$ cat config.mk
export PLATFORM = sky130hd
export DESIGN_NAME = axis_packet_source_flat
export DESIGN_NICKNAME = d
export VERILOG_FILES = /design/src/rtl/axis_src_pkg.sv /design/src/rtl/axis_packet_source_if.sv /design/src/rtl/axis_lfsr32.sv /design/src/rtl/axis_packet_source.sv /design/src/flat_wrapper.sv
export SDC_FILE = /design/constraint.sdc
export NUM_CORES = 1
export LEC_CHECK = 0
export BUFFER_PORTS_ARGS = -buffer_cell sky130_fd_sc_hd__buf_4
export CAP_MARGIN = 5
export CORE_MARGIN = 2
export CORE_UTILIZATION = 46
export CTS_CLUSTER_DIAMETER = 60
export DETAILED_ROUTE_END_ITERATION = 8
export GPL_TIMING_DRIVEN = 0
export PLACE_DENSITY = 0.75
export REMOVE_ABC_BUFFERS = 1
export SLEW_MARGIN = 10
export SYNTH_ARGS = -nofsm -noshare
export SYNTH_HDL_FRONTEND = slang
export SYNTH_SLANG_ARGS = --single-unit
$ cat constraint.sdc
create_clock -name m00_axis_aclk -period 4.6 [get_ports m00_axis_aclk]
set_input_delay 0.46 -clock m00_axis_aclk [delete_from_list [all_inputs] [get_ports m00_axis_aclk]]
set_output_delay 0.46 -clock m00_axis_aclk [all_outputs]
set_load 0.005 [all_outputs]
$ cat src/rtl/axis_src_pkg.sv
// Shared definitions for the AXI-Stream packet source: data pattern modes,
// FSM states and the 32-bit Fibonacci LFSR used for pseudo-random payloads.
package axis_src_pkg;

    // Data pattern selector; the reserved code 2'b11 falls back to incrementing
    typedef enum logic [1:0] {
        MODE_INCR  = 2'b00,
        MODE_LFSR  = 2'b01,
        MODE_CONST = 2'b10,
        MODE_RSVD  = 2'b11
    } mode_e;

    typedef enum logic [1:0] {
        IDLE = 2'b00,
        SEND = 2'b01,
        GAP  = 2'b10,
        DONE = 2'b11
    } state_e;

    localparam int LFSR_WIDTH = 32;

    // Feedback taps of the Fibonacci register (bit indices into r)
    localparam int LFSR_TAP_A = 31;
    localparam int LFSR_TAP_B = 21;
    localparam int LFSR_TAP_C = 1;
    localparam int LFSR_TAP_D = 0;

    // One shift of the register: shift left, feed the XOR of the taps into bit 0
    function automatic logic [LFSR_WIDTH-1:0] lfsr_step(input logic [LFSR_WIDTH-1:0] r);
        return {r[LFSR_WIDTH-2:0],
                r[LFSR_TAP_A] ^ r[LFSR_TAP_B] ^ r[LFSR_TAP_C] ^ r[LFSR_TAP_D]};
    endfunction

    // The all-zero state is a lock-up state, so a zero seed is replaced by 1
    function automatic logic [LFSR_WIDTH-1:0] lfsr_load_value(input logic [LFSR_WIDTH-1:0] seed);
        return (seed == '0) ? LFSR_WIDTH'(1) : seed;
    endfunction

endpackage

$ cat src/rtl/axis_packet_source_if.sv
// AXI-Stream bundle between a stream master and a stream sink.
interface axis_packet_source_if #(
    parameter int DATA_WIDTH = 32
) ();

    logic [DATA_WIDTH-1:0]   tdata;
    logic [DATA_WIDTH/8-1:0] tstrb;
    logic                    tvalid;
    logic                    tlast;
    logic                    tready;

    modport master (
        output tdata,
        output tstrb,
        output tvalid,
        output tlast,
        input  tready
    );

    modport slave (
        input  tdata,
        input  tstrb,
        input  tvalid,
        input  tlast,
        output tready
    );

endinterface

$ cat src/rtl/axis_lfsr32.sv
// 32-bit Fibonacci LFSR with load and advance controls. Load wins over
// advance; a zero seed loads as 1 so the register can never lock up.
module axis_lfsr32
    import axis_src_pkg::*;
(
    input  logic                  clk,
    input  logic                  rst,
    input  logic                  load,
    input  logic [LFSR_WIDTH-1:0] seed,
    input  logic                  advance,
    output logic [LFSR_WIDTH-1:0] value
);

    logic [LFSR_WIDTH-1:0] r_q;

    // Shift register: reload on a new run, step once per consumed beat
    always_ff @(posedge clk) begin
        if (rst) begin
            r_q <= LFSR_WIDTH'(1);
        end else if (load) begin
            r_q <= lfsr_load_value(seed);
        end else if (advance) begin
            r_q <= lfsr_step(r_q);
        end
    end

    assign value = r_q;

endmodule

$ cat src/rtl/axis_packet_source.sv
// AXI-Stream traffic source: emits cfg_pkt_count packets of cfg_pkt_len
// beats with incrementing, LFSR or constant payload, separated by
// GAP_CYCLES idle cycles. Every output comes straight from a flop, and the
// next-state of those flops is computed from state_d so that tvalid/busy/done
// line up with the state the FSM is entering.
module axis_packet_source
    import axis_src_pkg::*;
#(
    parameter int DATA_WIDTH = 32,
    parameter int LEN_WIDTH  = 12,
    parameter int CNT_WIDTH  = 16,
    parameter int GAP_CYCLES = 2
) (
    input  logic                    m00_axis_aclk,
    input  logic                    m00_axis_areset,
    input  logic                    start,
    input  logic [1:0]              cfg_mode,
    input  logic [DATA_WIDTH-1:0]   cfg_seed,
    input  logic [LEN_WIDTH-1:0]    cfg_pkt_len,
    input  logic [CNT_WIDTH-1:0]    cfg_pkt_count,
    input  logic [DATA_WIDTH/8-1:0] cfg_last_strb,
    axis_packet_source_if.master    m00_axis,
    output logic                    busy,
    output logic                    done,
    output logic [CNT_WIDTH-1:0]    pkt_sent
);

    localparam int STRB_WIDTH = DATA_WIDTH / 8;
    localparam int GAP_W      = (GAP_CYCLES > 1) ? $clog2(GAP_CYCLES) : 1;
    localparam logic [GAP_W-1:0] GAP_LAST = GAP_W'((GAP_CYCLES > 0) ? GAP_CYCLES - 1 : 0);

    // FSM
    state_e state_q, state_d;
    logic   launch;
    logic   hs;
    logic   last_beat;
    logic   last_pkt;
    logic   pkt_done;

    // Configuration captured at launch
    mode_e                  mode_q;
    logic [LEN_WIDTH-1:0]   len_q;
    logic [CNT_WIDTH-1:0]   count_q;
    logic [STRB_WIDTH-1:0]  strb_q;
    logic [STRB_WIDTH-1:0]  strb_eff;

    // Counters
    logic [LEN_WIDTH-1:0]   beat_q, beat_d;
    logic [LEN_WIDTH-1:0]   len_d;
    logic [CNT_WIDTH-1:0]   pkt_sent_q, pkt_sent_d;
    logic [GAP_W-1:0]       gap_q, gap_d;

    // Payload generation
    logic [LFSR_WIDTH-1:0]  seed32;
    logic [LFSR_WIDTH-1:0]  lfsr_value;
    logic [LFSR_WIDTH-1:0]  lfsr_first32;
    logic [LFSR_WIDTH-1:0]  lfsr_next32;
    logic [DATA_WIDTH-1:0]  lfsr_first_data;
    logic [DATA_WIDTH-1:0]  lfsr_next_data;
    logic [DATA_WIDTH-1:0]  data_d;

    // Output register stage
    logic [DATA_WIDTH-1:0]  tdata_q;
    logic [STRB_WIDTH-1:0]  tstrb_q, tstrb_d;
    logic                   tvalid_q, tvalid_d;
    logic                   tlast_q, tlast_d;
    logic                   busy_q, busy_d;
    logic                   done_q, done_d;

    assign hs        = tvalid_q & m00_axis.tready;
    assign last_beat = (beat_q == len_q - LEN_WIDTH'(1));
    assign last_pkt  = (pkt_sent_q == count_q - CNT_WIDTH'(1));
    assign strb_eff  = (cfg_last_strb == '0) ? '1 : cfg_last_strb;

    // Match the 32-bit LFSR to the stream width: zero-extend or truncate
    generate
        if (DATA_WIDTH > LFSR_WIDTH) begin : g_wide
            assign seed32          = cfg_seed[LFSR_WIDTH-1:0];
            assign lfsr_first_data = {{(DATA_WIDTH-LFSR_WIDTH){1'b0}}, lfsr_first32};
            assign lfsr_next_data  = {{(DATA_WIDTH-LFSR_WIDTH){1'b0}}, lfsr_next32};
        end else if (DATA_WIDTH == LFSR_WIDTH) begin : g_equal
            assign seed32          = cfg_seed;
            assign lfsr_first_data = lfsr_first32;
            assign lfsr_next_data  = lfsr_next32;
        end else begin : g_narrow
            assign seed32          = {{(LFSR_WIDTH-DATA_WIDTH){1'b0}}, cfg_seed};
            assign lfsr_first_data = lfsr_first32[DATA_WIDTH-1:0];
            assign lfsr_next_data  = lfsr_next32[DATA_WIDTH-1:0];
        end
    endgenerate

    assign lfsr_first32 = lfsr_load_value(seed32);
    assign lfsr_next32  = lfsr_step(lfsr_value);

    axis_lfsr32 u_lfsr (
        .clk     (m00_axis_aclk),
        .rst     (m00_axis_areset),
        .load    (launch),
        .seed    (seed32),
        .advance (hs),
        .value   (lfsr_value)
    );

    // State register
    always_ff @(posedge m00_axis_aclk) begin
        // NOTE: clocked state uses non-blocking assignments so every flop samples pre-edge values.
        if (m00_axis_areset) begin
            state_q <= IDLE;
        end else begin
            state_q <= state_d;
        end
    end

    // Next-state logic and the launch / packet-complete strobes
    always_comb begin
        // NOTE: defaults first so no path through this block leaves a signal unassigned (no latches).
        state_d  = state_q;
        launch   = 1'b0;
        pkt_done = 1'b0;
        case (state_q)
            IDLE: begin
                if (start && (cfg_pkt_len != '0) && (cfg_pkt_count != '0)) begin
                    launch  = 1'b1;
                    state_d = SEND;
                end
            end
            SEND: begin
                if (hs && last_beat) begin
                    pkt_done = 1'b1;
                    if (last_pkt) begin
                        state_d = DONE;
                    end else if (GAP_CYCLES == 0) begin
                        state_d = SEND;
                    end else begin
                        state_d = GAP;
                    end
                end
            end
            GAP: begin
                if (gap_q == GAP_LAST) begin
                    state_d = SEND;
                end
            end
            DONE: begin
                state_d = IDLE;
            end
            default: begin
                state_d = IDLE;
            end
        endcase
    end

    // Counter and payload next values, plus the output values for the next cycle
    always_comb begin
        beat_d     = beat_q;
        len_d      = launch ? cfg_pkt_len : len_q;
        pkt_sent_d = pkt_sent_q;
        gap_d      = '0;
        data_d     = tdata_q;

        if (launch) begin
            beat_d     = '0;
            pkt_sent_d = '0;
        end else if (hs) begin
            beat_d = last_beat ? '0 : beat_q + LEN_WIDTH'(1);
            if (pkt_done) begin
                pkt_sent_d = pkt_sent_q + CNT_WIDTH'(1);
            end
        end

        if (state_q == GAP) begin
            gap_d = gap_q + GAP_W'(1);
        end

        if (launch) begin
            data_d = (mode_e'(cfg_mode) == MODE_LFSR) ? lfsr_first_data : cfg_seed;
        end else if (hs) begin
            case (mode_q)
                MODE_LFSR:  data_d = lfsr_next_data;
                MODE_CONST: data_d = tdata_q;
                default:    data_d = tdata_q + DATA_WIDTH'(1);
            endcase
        end

        tvalid_d = (state_d == SEND);
        busy_d   = (state_d == SEND) || (state_d == GAP);
        done_d   = (state_d == DONE);
        tlast_d  = tvalid_d && (beat_d == len_d - LEN_WIDTH'(1));
        if (!tvalid_d) begin
            tstrb_d = '0;
        end else if (tlast_d) begin
            tstrb_d = launch ? strb_eff : strb_q;
        end else begin
            tstrb_d = '1;
        end
    end

    // Configuration capture, counters and the registered output stage
    always_ff @(posedge m00_axis_aclk) begin
        if (m00_axis_areset) begin
            mode_q     <= MODE_INCR;
            len_q      <= '0;
            count_q    <= '0;
            strb_q     <= '0;
            beat_q     <= '0;
            pkt_sent_q <= '0;
            gap_q      <= '0;
            tdata_q    <= '0;
            tstrb_q    <= '0;
            tvalid_q   <= 1'b0;
            tlast_q    <= 1'b0;
            busy_q     <= 1'b0;
            done_q     <= 1'b0;
        end else begin
            if (launch) begin
                mode_q  <= mode_e'(cfg_mode);
                len_q   <= cfg_pkt_len;
                count_q <= cfg_pkt_count;
                strb_q  <= strb_eff;
            end
            beat_q     <= beat_d;
            pkt_sent_q <= pkt_sent_d;
            gap_q      <= gap_d;
            tdata_q    <= data_d;
            tstrb_q    <= tstrb_d;
            tvalid_q   <= tvalid_d;
            tlast_q    <= tlast_d;
            busy_q     <= busy_d;
            done_q     <= done_d;
        end
    end

    assign m00_axis.tdata  = tdata_q;
    assign m00_axis.tstrb  = tstrb_q;
    assign m00_axis.tvalid = tvalid_q;
    assign m00_axis.tlast  = tlast_q;
    assign busy            = busy_q;
    assign done            = done_q;
    assign pkt_sent        = pkt_sent_q;

endmodule

$ cat src/flat_wrapper.sv
// flat-port wrapper written by rule: the top's interface ports become plain ports
module axis_packet_source_flat import axis_src_pkg::*;
#(
    parameter int DATA_WIDTH = 32,
    parameter int LEN_WIDTH  = 12,
    parameter int CNT_WIDTH  = 16,
    parameter int GAP_CYCLES = 2
)
  (m00_axis_aclk, m00_axis_areset, start, cfg_mode, cfg_seed, cfg_pkt_len, cfg_pkt_count, cfg_last_strb, busy, done, pkt_sent, m00_axis_tdata, m00_axis_tstrb, m00_axis_tvalid, m00_axis_tlast, m00_axis_tready);
  axis_packet_source_if #(.DATA_WIDTH(DATA_WIDTH)) m00_axis_i ();
  input  logic m00_axis_aclk;
  input  logic m00_axis_areset;
  input  logic start;
  input  logic [1:0] cfg_mode;
  input  logic [DATA_WIDTH-1:0] cfg_seed;
  input  logic [LEN_WIDTH-1:0] cfg_pkt_len;
  input  logic [CNT_WIDTH-1:0] cfg_pkt_count;
  input  logic [DATA_WIDTH/8-1:0] cfg_last_strb;
  output logic busy;
  output logic done;
  output logic [CNT_WIDTH-1:0] pkt_sent;
  output wire logic [$bits(m00_axis_i.tdata)-1:0] m00_axis_tdata;
  output wire logic [$bits(m00_axis_i.tstrb)-1:0] m00_axis_tstrb;
  output wire logic [$bits(m00_axis_i.tvalid)-1:0] m00_axis_tvalid;
  output wire logic [$bits(m00_axis_i.tlast)-1:0] m00_axis_tlast;
  input wire logic [$bits(m00_axis_i.tready)-1:0] m00_axis_tready;
  assign m00_axis_tdata = m00_axis_i.tdata;
  assign m00_axis_tstrb = m00_axis_i.tstrb;
  assign m00_axis_tvalid = m00_axis_i.tvalid;
  assign m00_axis_tlast = m00_axis_i.tlast;
  assign m00_axis_i.tready = m00_axis_tready;
  axis_packet_source #(.DATA_WIDTH(DATA_WIDTH), .LEN_WIDTH(LEN_WIDTH), .CNT_WIDTH(CNT_WIDTH), .GAP_CYCLES(GAP_CYCLES)) u_core (.m00_axis_aclk(m00_axis_aclk), .m00_axis_areset(m00_axis_areset), .start(start), .cfg_mode(cfg_mode), .cfg_seed(cfg_seed), .cfg_pkt_len(cfg_pkt_len), .cfg_pkt_count(cfg_pkt_count), .cfg_last_strb(cfg_last_strb), .m00_axis(m00_axis_i), .busy(busy), .done(done), .pkt_sent(pkt_sent));
endmodule
== Yosys cells after proc, flatten, opt, wreduce, memory -nomap -nowiden ==
Index checks and enable logic that the tools add are counted.

* Word-level logic and storage cells: 80
* Memories kept: 0
* Latch bits: 0
* Output and inout bits: 56
* ROM bits: 0
* Input port bits: 70
* Register bits: 137
* RAM bits: 0

* Reduce and logical (&&, ||, !) cells: 16
* Add/subtract/negate cells: 7
* $lt $le $gt $ge: 0
* Bitwise operators: 6
* Shift-type cells: 0
* Eq/ne operators: 13
* Muxes and demuxes: 23
* Divide/modulo/power cells: 0
* Multipliers: 0

{| class="wikitable"
|+ Operators with widths
! operator !! number
|-
| 32-bit 2-to-1 mux || 6
|-
| 32-bit case mux with 2 select lines || 1
|-
| 12-bit 2-to-1 mux || 4
|-
| 32-bit by 1-bit adder with 32-bit output (second input constant) || 1
|-
| 32-bit logical NOT || 1
|-
| 12-bit == test || 2
|-
| 12-bit by 1-bit subtractor with 12-bit output (second input constant) || 2
|-
| 16-bit by 1-bit adder with 16-bit output (second input constant) || 1
|-
| 16-bit == test || 1
|-
| 16-bit nonzero test || 1
|-
| 16-bit by 1-bit subtractor with 16-bit output (second input constant) || 1
|-
| 12-bit by 1-bit adder with 12-bit output (second input constant) || 1
|-
| 4-bit 2-to-1 mux || 3
|-
| 12-bit nonzero test || 1
|-
| 2-bit == test (second input constant) || 5
|-
| 2-bit by 1-bit == test with 1-bit output (second input constant) || 4
|-
| 2-bit case mux with 4 select lines || 1
|-
| 2-bit 2-to-1 mux || 3
|-
| 2-bit OR reduction || 3
|-
| 1-bit 2-to-1 mux || 5
|-
| 1-bit logical AND || 4
|-
| 4-bit logical NOT || 1
|-
| 2-bit AND reduction || 2
|-
| 1-bit XOR || 3
|-
| other kinds (7) || 8
|}

== Depth between registers and ports, before layout ==
* Depth in word-level cells: 10
* Mapped depth: 19
* Mapped depth without buffers: 18

== By module ==
From an unflattened synthesis, not the netlist that was laid out.

* Cell total of the unflattened synthesis: 1133
* Area total of the unflattened synthesis: 8582.0 um^2

{| class="wikitable"
|+ Modules (own cells, without submodules)
! module !! instances !! area each (um^2) !! cells each !! seq. area each (um^2)
|-
| axis_packet_source || 1 || 7054.3 || 946 || 2102.0
|-
| axis_lfsr32 || 1 || 1527.7 || 187 || 640.6
|}

== Worst setup path after synthesis ==
Ideal clock, no wire load.

* Path type: input port to flip-flop
* Start: input port cfg_pkt_len[7]
* End: register u_core.tstrb_q[0], in the netlist u_core.m00_axis.tstrb[0]
* Arrival: 4.926 ns
* Required time: 4.479 ns
* Path slack: -0.447 ns
* Cell stages on the path: 19
* Cell sequence: clkbuf_1 -> or4_1 -> or4_4 -> and3_4 -> clkbuf_1 -> clkbuf_1 -> clkbuf_1 -> mux2i_1 -> ha_1 -> or3b_2 -> clkbuf_1 -> or4b_2 -> a21oi_1 -> o21ai_0 -> o31ai_1 -> or3b_1 -> o2111ai_2 -> nor4_1 -> nor2_1

* Word-level cells in the longest chain between the ends: 10

{| class="wikitable"
|+ RTL lines
! element !! RTL line !! text
|-
| start: declaration || flat_wrapper.sv:16 || <nowiki>input logic [LEN_WIDTH-1:0] cfg_pkt_len;</nowiki>
|-
| 12-bit nonzero test || axis_packet_source.sv:122 || <nowiki>if (start && (cfg_pkt_len != '0) && (cfg_pkt_count != '0)) begin</nowiki>
|-
| 1-bit logical AND (2 in a row) || axis_packet_source.sv:122 ||
|-
| 1-bit 2-to-1 mux || axis_packet_source.sv:122 ||
|-
| 1-bit 2-to-1 mux || axis_packet_source.sv:120 || <nowiki>case (state_q)</nowiki>
|-
| 12-bit 2-to-1 mux || axis_packet_source.sv:156 || <nowiki>len_d = launch ? cfg_pkt_len : len_q;</nowiki>
|-
| 12-bit by 1-bit subtractor with 12-bit output || axis_packet_source.sv:188 || <nowiki>tlast_d = tvalid_d && (beat_d == len_d - LEN_WIDTH'(1));</nowiki>
|-
| 12-bit == test || axis_packet_source.sv:188 ||
|-
| 1-bit logical AND || axis_packet_source.sv:188 ||
|-
| 4-bit 2-to-1 mux || axis_packet_source.sv:191 || <nowiki>end else if (tlast_d) begin</nowiki>
|-
| end signal: assignment || axis_packet_source.sv:225 || <nowiki>tstrb_q <= tstrb_d;</nowiki>
|-
| end: declaration || axis_packet_source.sv:64 || <nowiki>logic [STRB_WIDTH-1:0] tstrb_q, tstrb_d;</nowiki>
|}

Parallel ways exist; a longest one is shown, timed or not.
A chain may end at the register's enable or synchronous reset.

== Worst setup path after layout ==
* Start: input port cfg_pkt_len[3]
* End: register u_core.tstrb_q[1], in the netlist u_core.m00_axis.tstrb[1]

The elaborated chain is that of the path after synthesis.

==> flow_summary_export.csv <==
group,metric,value,unit
grt,grt_max_degree,97,
min_path,min_to,"u_core.m00_axis.tdata[17]$_SDFFE_PP0P_",
grt,gr-total-overflow,0,
power,sequentialPowerShare,38.9,%
clocking,htreeDepth,4,
cells_and_area,syn2layout_area_growth,24.1,%
logic_synthesis,synth_top_area_cell,"dfxtp_1",
clocking,cts_tree,"yes",
logic_synthesis,synth_fa_ha_area_share,1.19,%
setup_path,cp.arrival,4830,ps
cells_and_area,seq_area,0.00275,sq mm
floorplanning,io_pins,126,
logic_synthesis,synth_seq_cells,137,
logic_synthesis,synthArstFlopShare,0,%
sta,clock.fmax,0.220,GHz
floorplanning,die_h,139,um
sta,finalSetupTns,0,ps
routing,vias,8992,
min_path,whs_path_depth,3,
logic_synthesis,synth_cell_types,78,
setup_path,r2r_cells,16,
logic_synthesis,synth_edf_count,0,
power,p_int,2.41,mW
place,hpwl,17100,um
clocking,clk_pin_slew_worst_paths,60,ps
power,clkPwrFrac,40.6,%
cells_and_area,insertedDiodeCount,0,
logic_synthesis,ys_top_cells_by_count,"nand2_1 (200), dfxtp_1 (137), nor2_1 (124)",
logic_synthesis,synth_top_family_by_area,"simple AND/OR/NAND/NOR gates",
setup_path,crit_fanout,14,
logic_synthesis,synth_mux_area_share,0.731,%
logic_synthesis,synthXorXnorAreaFrac,8.11,%
setup_path,r2r-start,"u_core.count_q[2]$_SDFFE_PP0N_",
routing,viasPerCell,6.12,
routing,ant_nets,0,
outcome,status,"completed",
power,p_comb_share,20.5,%
routing,drcViolationCount,0,
min_path,hold_path.startpoint,"cfg_seed[17]",
setup_path,cp-start-kind,"input port",
grt,grt_antenna_before_repair,0,
place,globalplace.congestion,0.895,
grt,grt_use_total,26.3,%
clocking,cts_root_buffer,"clkbuf_16",
routing,dr.pass1.iters,6,
logic_synthesis,synth_compound_area_share,21.8,%
grt,grt_first_pass_wirelength,42000,um
power,p_sw_share,30.3,%
logic_synthesis,synth_simple_gate_area_share,30.8,%
sta,slew_headroom,31.8,%
logic_synthesis,syn_area,0.00838,sq mm
floorplanning,initial_utilization,46.8,%
power,p_leak,3.85,nW
routing,avgRoutedWirePerCell,18.0,um
logic_synthesis,synth_area_per_cell,7.37,sq um
logic_synthesis,yosys_warnings,0,
logic_synthesis,yosysSeqAreaShare,32.7,%
sta,tightest_slew,1020,ps
logic_synthesis,synthCells,1138,
sta,slew_viol_final,0,
cells_and_area,multi_input_area,0.00551,sq mm
power,power_density,333,mW/mm^2
setup_path,worstSetupEndpointType,"register",
floorplanning,rows,49,
setup_path,crit_type,"input port to register",
logic_synthesis,synth_area_leaders,"dfxtp_1 (33%), nand2_1 (9.0%), a21oi_1 (6.3%)",
logic_synthesis,yosysMostFrequentCell,"nand2_1",
power,power.net_switching,1.05,mW
cells_and_area,drive_gt1_share,20.0,%
power,peakVddDrop,0.278,mV
run,drv_cap,0,
cells_and_area,fillCellCount,1664,
setup_path,reg2reg_setup_slack,130,ps
setup_path,r2r-end,"u_core.m00_axis.tstrb[1]$_SDFF_PP0_",
cells_and_area,final_net_count,1306,
routing,drt_iter0_markers,691,
logic_synthesis,synth_flop_cell,"dfxtp_1",
floorplanning,core,0.0179,sq mm
sta,skew,10.9,ps
sta,hold_viol,0,
min_path,hold_class,"input port to register",
clocking,numCtsBuffers,17,
routing,wirelength,26400,um
sta,setup_viol,0,
floorplanning,die_x,139,um
grt,grt_pass1_vias,8312,
sta,period_share,98.8,%
logic_synthesis,synth_top_cell_area_share,32.7,%
floorplanning,dieArea,0.0193,sq mm
clocking,cts.path.max_buffers,2,
clocking,cts.sinks,137,
cells_and_area,final_util,58.1,%
setup_path,crit_required,4890,ps
clocking,clk_latency,430,ps
sta,period_needed,4550,ps
place,portBuffers,125,
sta,hold_ws,281,ps
## layer usage
layer / up-vias / global-route usage [%] / wire length, um / part of all wire, %
met2: 400 / 42.0 / 12200 / 46
met5: - / 0 / 0 / 0
met1: 4248 / 33.8 / 11200 / 42
met4: 0 / 11.7 / 864 / 3.3
li1: 4281 / - / - / -
met3: 63 / 6.46 / 2090 / 7.9
## kinds of logic after synthesis
group,count (synthesis)
and+or+nand+nor,529
AOI/OAI and AO/OA,286
DFF,137
buffers and inverters,96
xor gates and xnor gates,76
adders and majority gates,8
muxes,6
## how the worst max path moves through the flow
stage	start	endpoint	slack [ps]	cells after the start
final	cfg_pkt_len[3]	u_core.m00_axis.tstrb[1]$_SDFF_PP0_	50	15
after global routing	cfg_pkt_len[3]	u_core.m00_axis.tstrb[3]$_SDFF_PP0_	-60	15
after global placement	cfg_pkt_len[4]	u_core.m00_axis.tstrb[3]$_SDFF_PP0_	-3630	14
after CTS	u_core.count_q[2]$_SDFFE_PP0N_	u_core.m00_axis.tstrb[3]$_SDFF_PP0_	5	15
after detailed placement	cfg_pkt_len[3]	u_core.m00_axis.tstrb[3]$_SDFF_PP0_	-1070	15
after floorplan	start	u_core.m00_axis.tstrb[0]$_SDFF_PP0_	-1020	12
## critical path: stages
cell and delay (ps):
buf_4 130, or4_4 590, or4_4 620, and3_4 300, mux2i_4 220, ha_4 190, or3b_4 460, or4b_2 620
a21oi_1 130, o21ai_0 150, o31ai_1 90, or3b_1 210, o2111ai_2 180, nor4_1 330, nor2_1 130
## power groups by stage
| stage | clock network [mW] | registers (mW) | logic [mW] |
|---|---|---|---|
| floorplan | 0 | 1.35 | 0.383 |
| global placement | 0 | 1.36 | 0.593 |
| detailed placement | 0 | 1.37 | 0.614 |
| CTS | 1.43 | 1.34 | 0.659 |
| global route | 1.48 | 1.36 | 0.772 |
| finish | 1.41 | 1.35 | 0.710 |
## layout by cell type, fill, tap and decap left out, types with 13 or more instances in the layout
cell type / n
a211oi_1: 14
inv_1: 17
clkbuf_16: 17
xor2_1: 34
xnor2_1: 41
a311oi_1: 14
dfxtp_1: 133
nand4_1: 24
and3_1: 17
or3_1: 13
nand2_1: 197
nor4_1: 22
a31oi_1: 21
nor3_1: 16
nor2_1: 123
o22ai_1: 19
nand3_1: 38
buf_4: 141
o21ai_0: 34
a21oi_1: 103
## per-stage QoR
step                      power (mW)  cell area (sq um)  worst slack [ps]  std cells
after floorplan                 1.73               8050             -1020       1059
after global placement          1.96               9280             -3630       1413
after detailed placement        1.98               9440             -1070       1419
after CTS                       3.43              10200              5.22       1458
after global routing            3.61              10400             -55.7       1470
final                           3.47              10400              53.5       1470
## area by class of cell
| type | count | share of cell area, % |
|---|---|---|
| tap | 229 | 2.75 |
| timing repair buffer | 148 | 11.5 |
| sequential | 137 | 26.4 |
| multi-input combinational | 907 | 52.9 |
| inverter | 17 | 0.613 |
| clock inverter | 12 | 1.33 |
| clock buffer | 20 | 4.49 |
## registers in the layout, summed over array words and instances, names as in the netlist
register and cells:
u_core.busy 1, u_core.m00_axis.tstrb 4, u_core.mode_q 2, u_core.done 1
u_core.state_q 2, u_core.pkt_sent 16, u_core.m00_axis.tvalid 1, u_core.count_q 16
u_core.len_q 12, u_core.gap_q 1, u_core.strb_q 4, u_core.beat_q 12
u_core.m00_axis.tdata 32, u_core.u_lfsr.value 32, u_core.m00_axis.tlast 1
## what timing repair did
action                                 CTS  global route
pin swaps                                4             6
hold buffers                             0             0
setup buffers                            5            12
cloned                                   2             0
endpoints found under the hold margin    0             0
setup endpoints to repair                5             5
gates resized for setup                 26            15
Note: power is estimated with default switching activity, not from simulation.
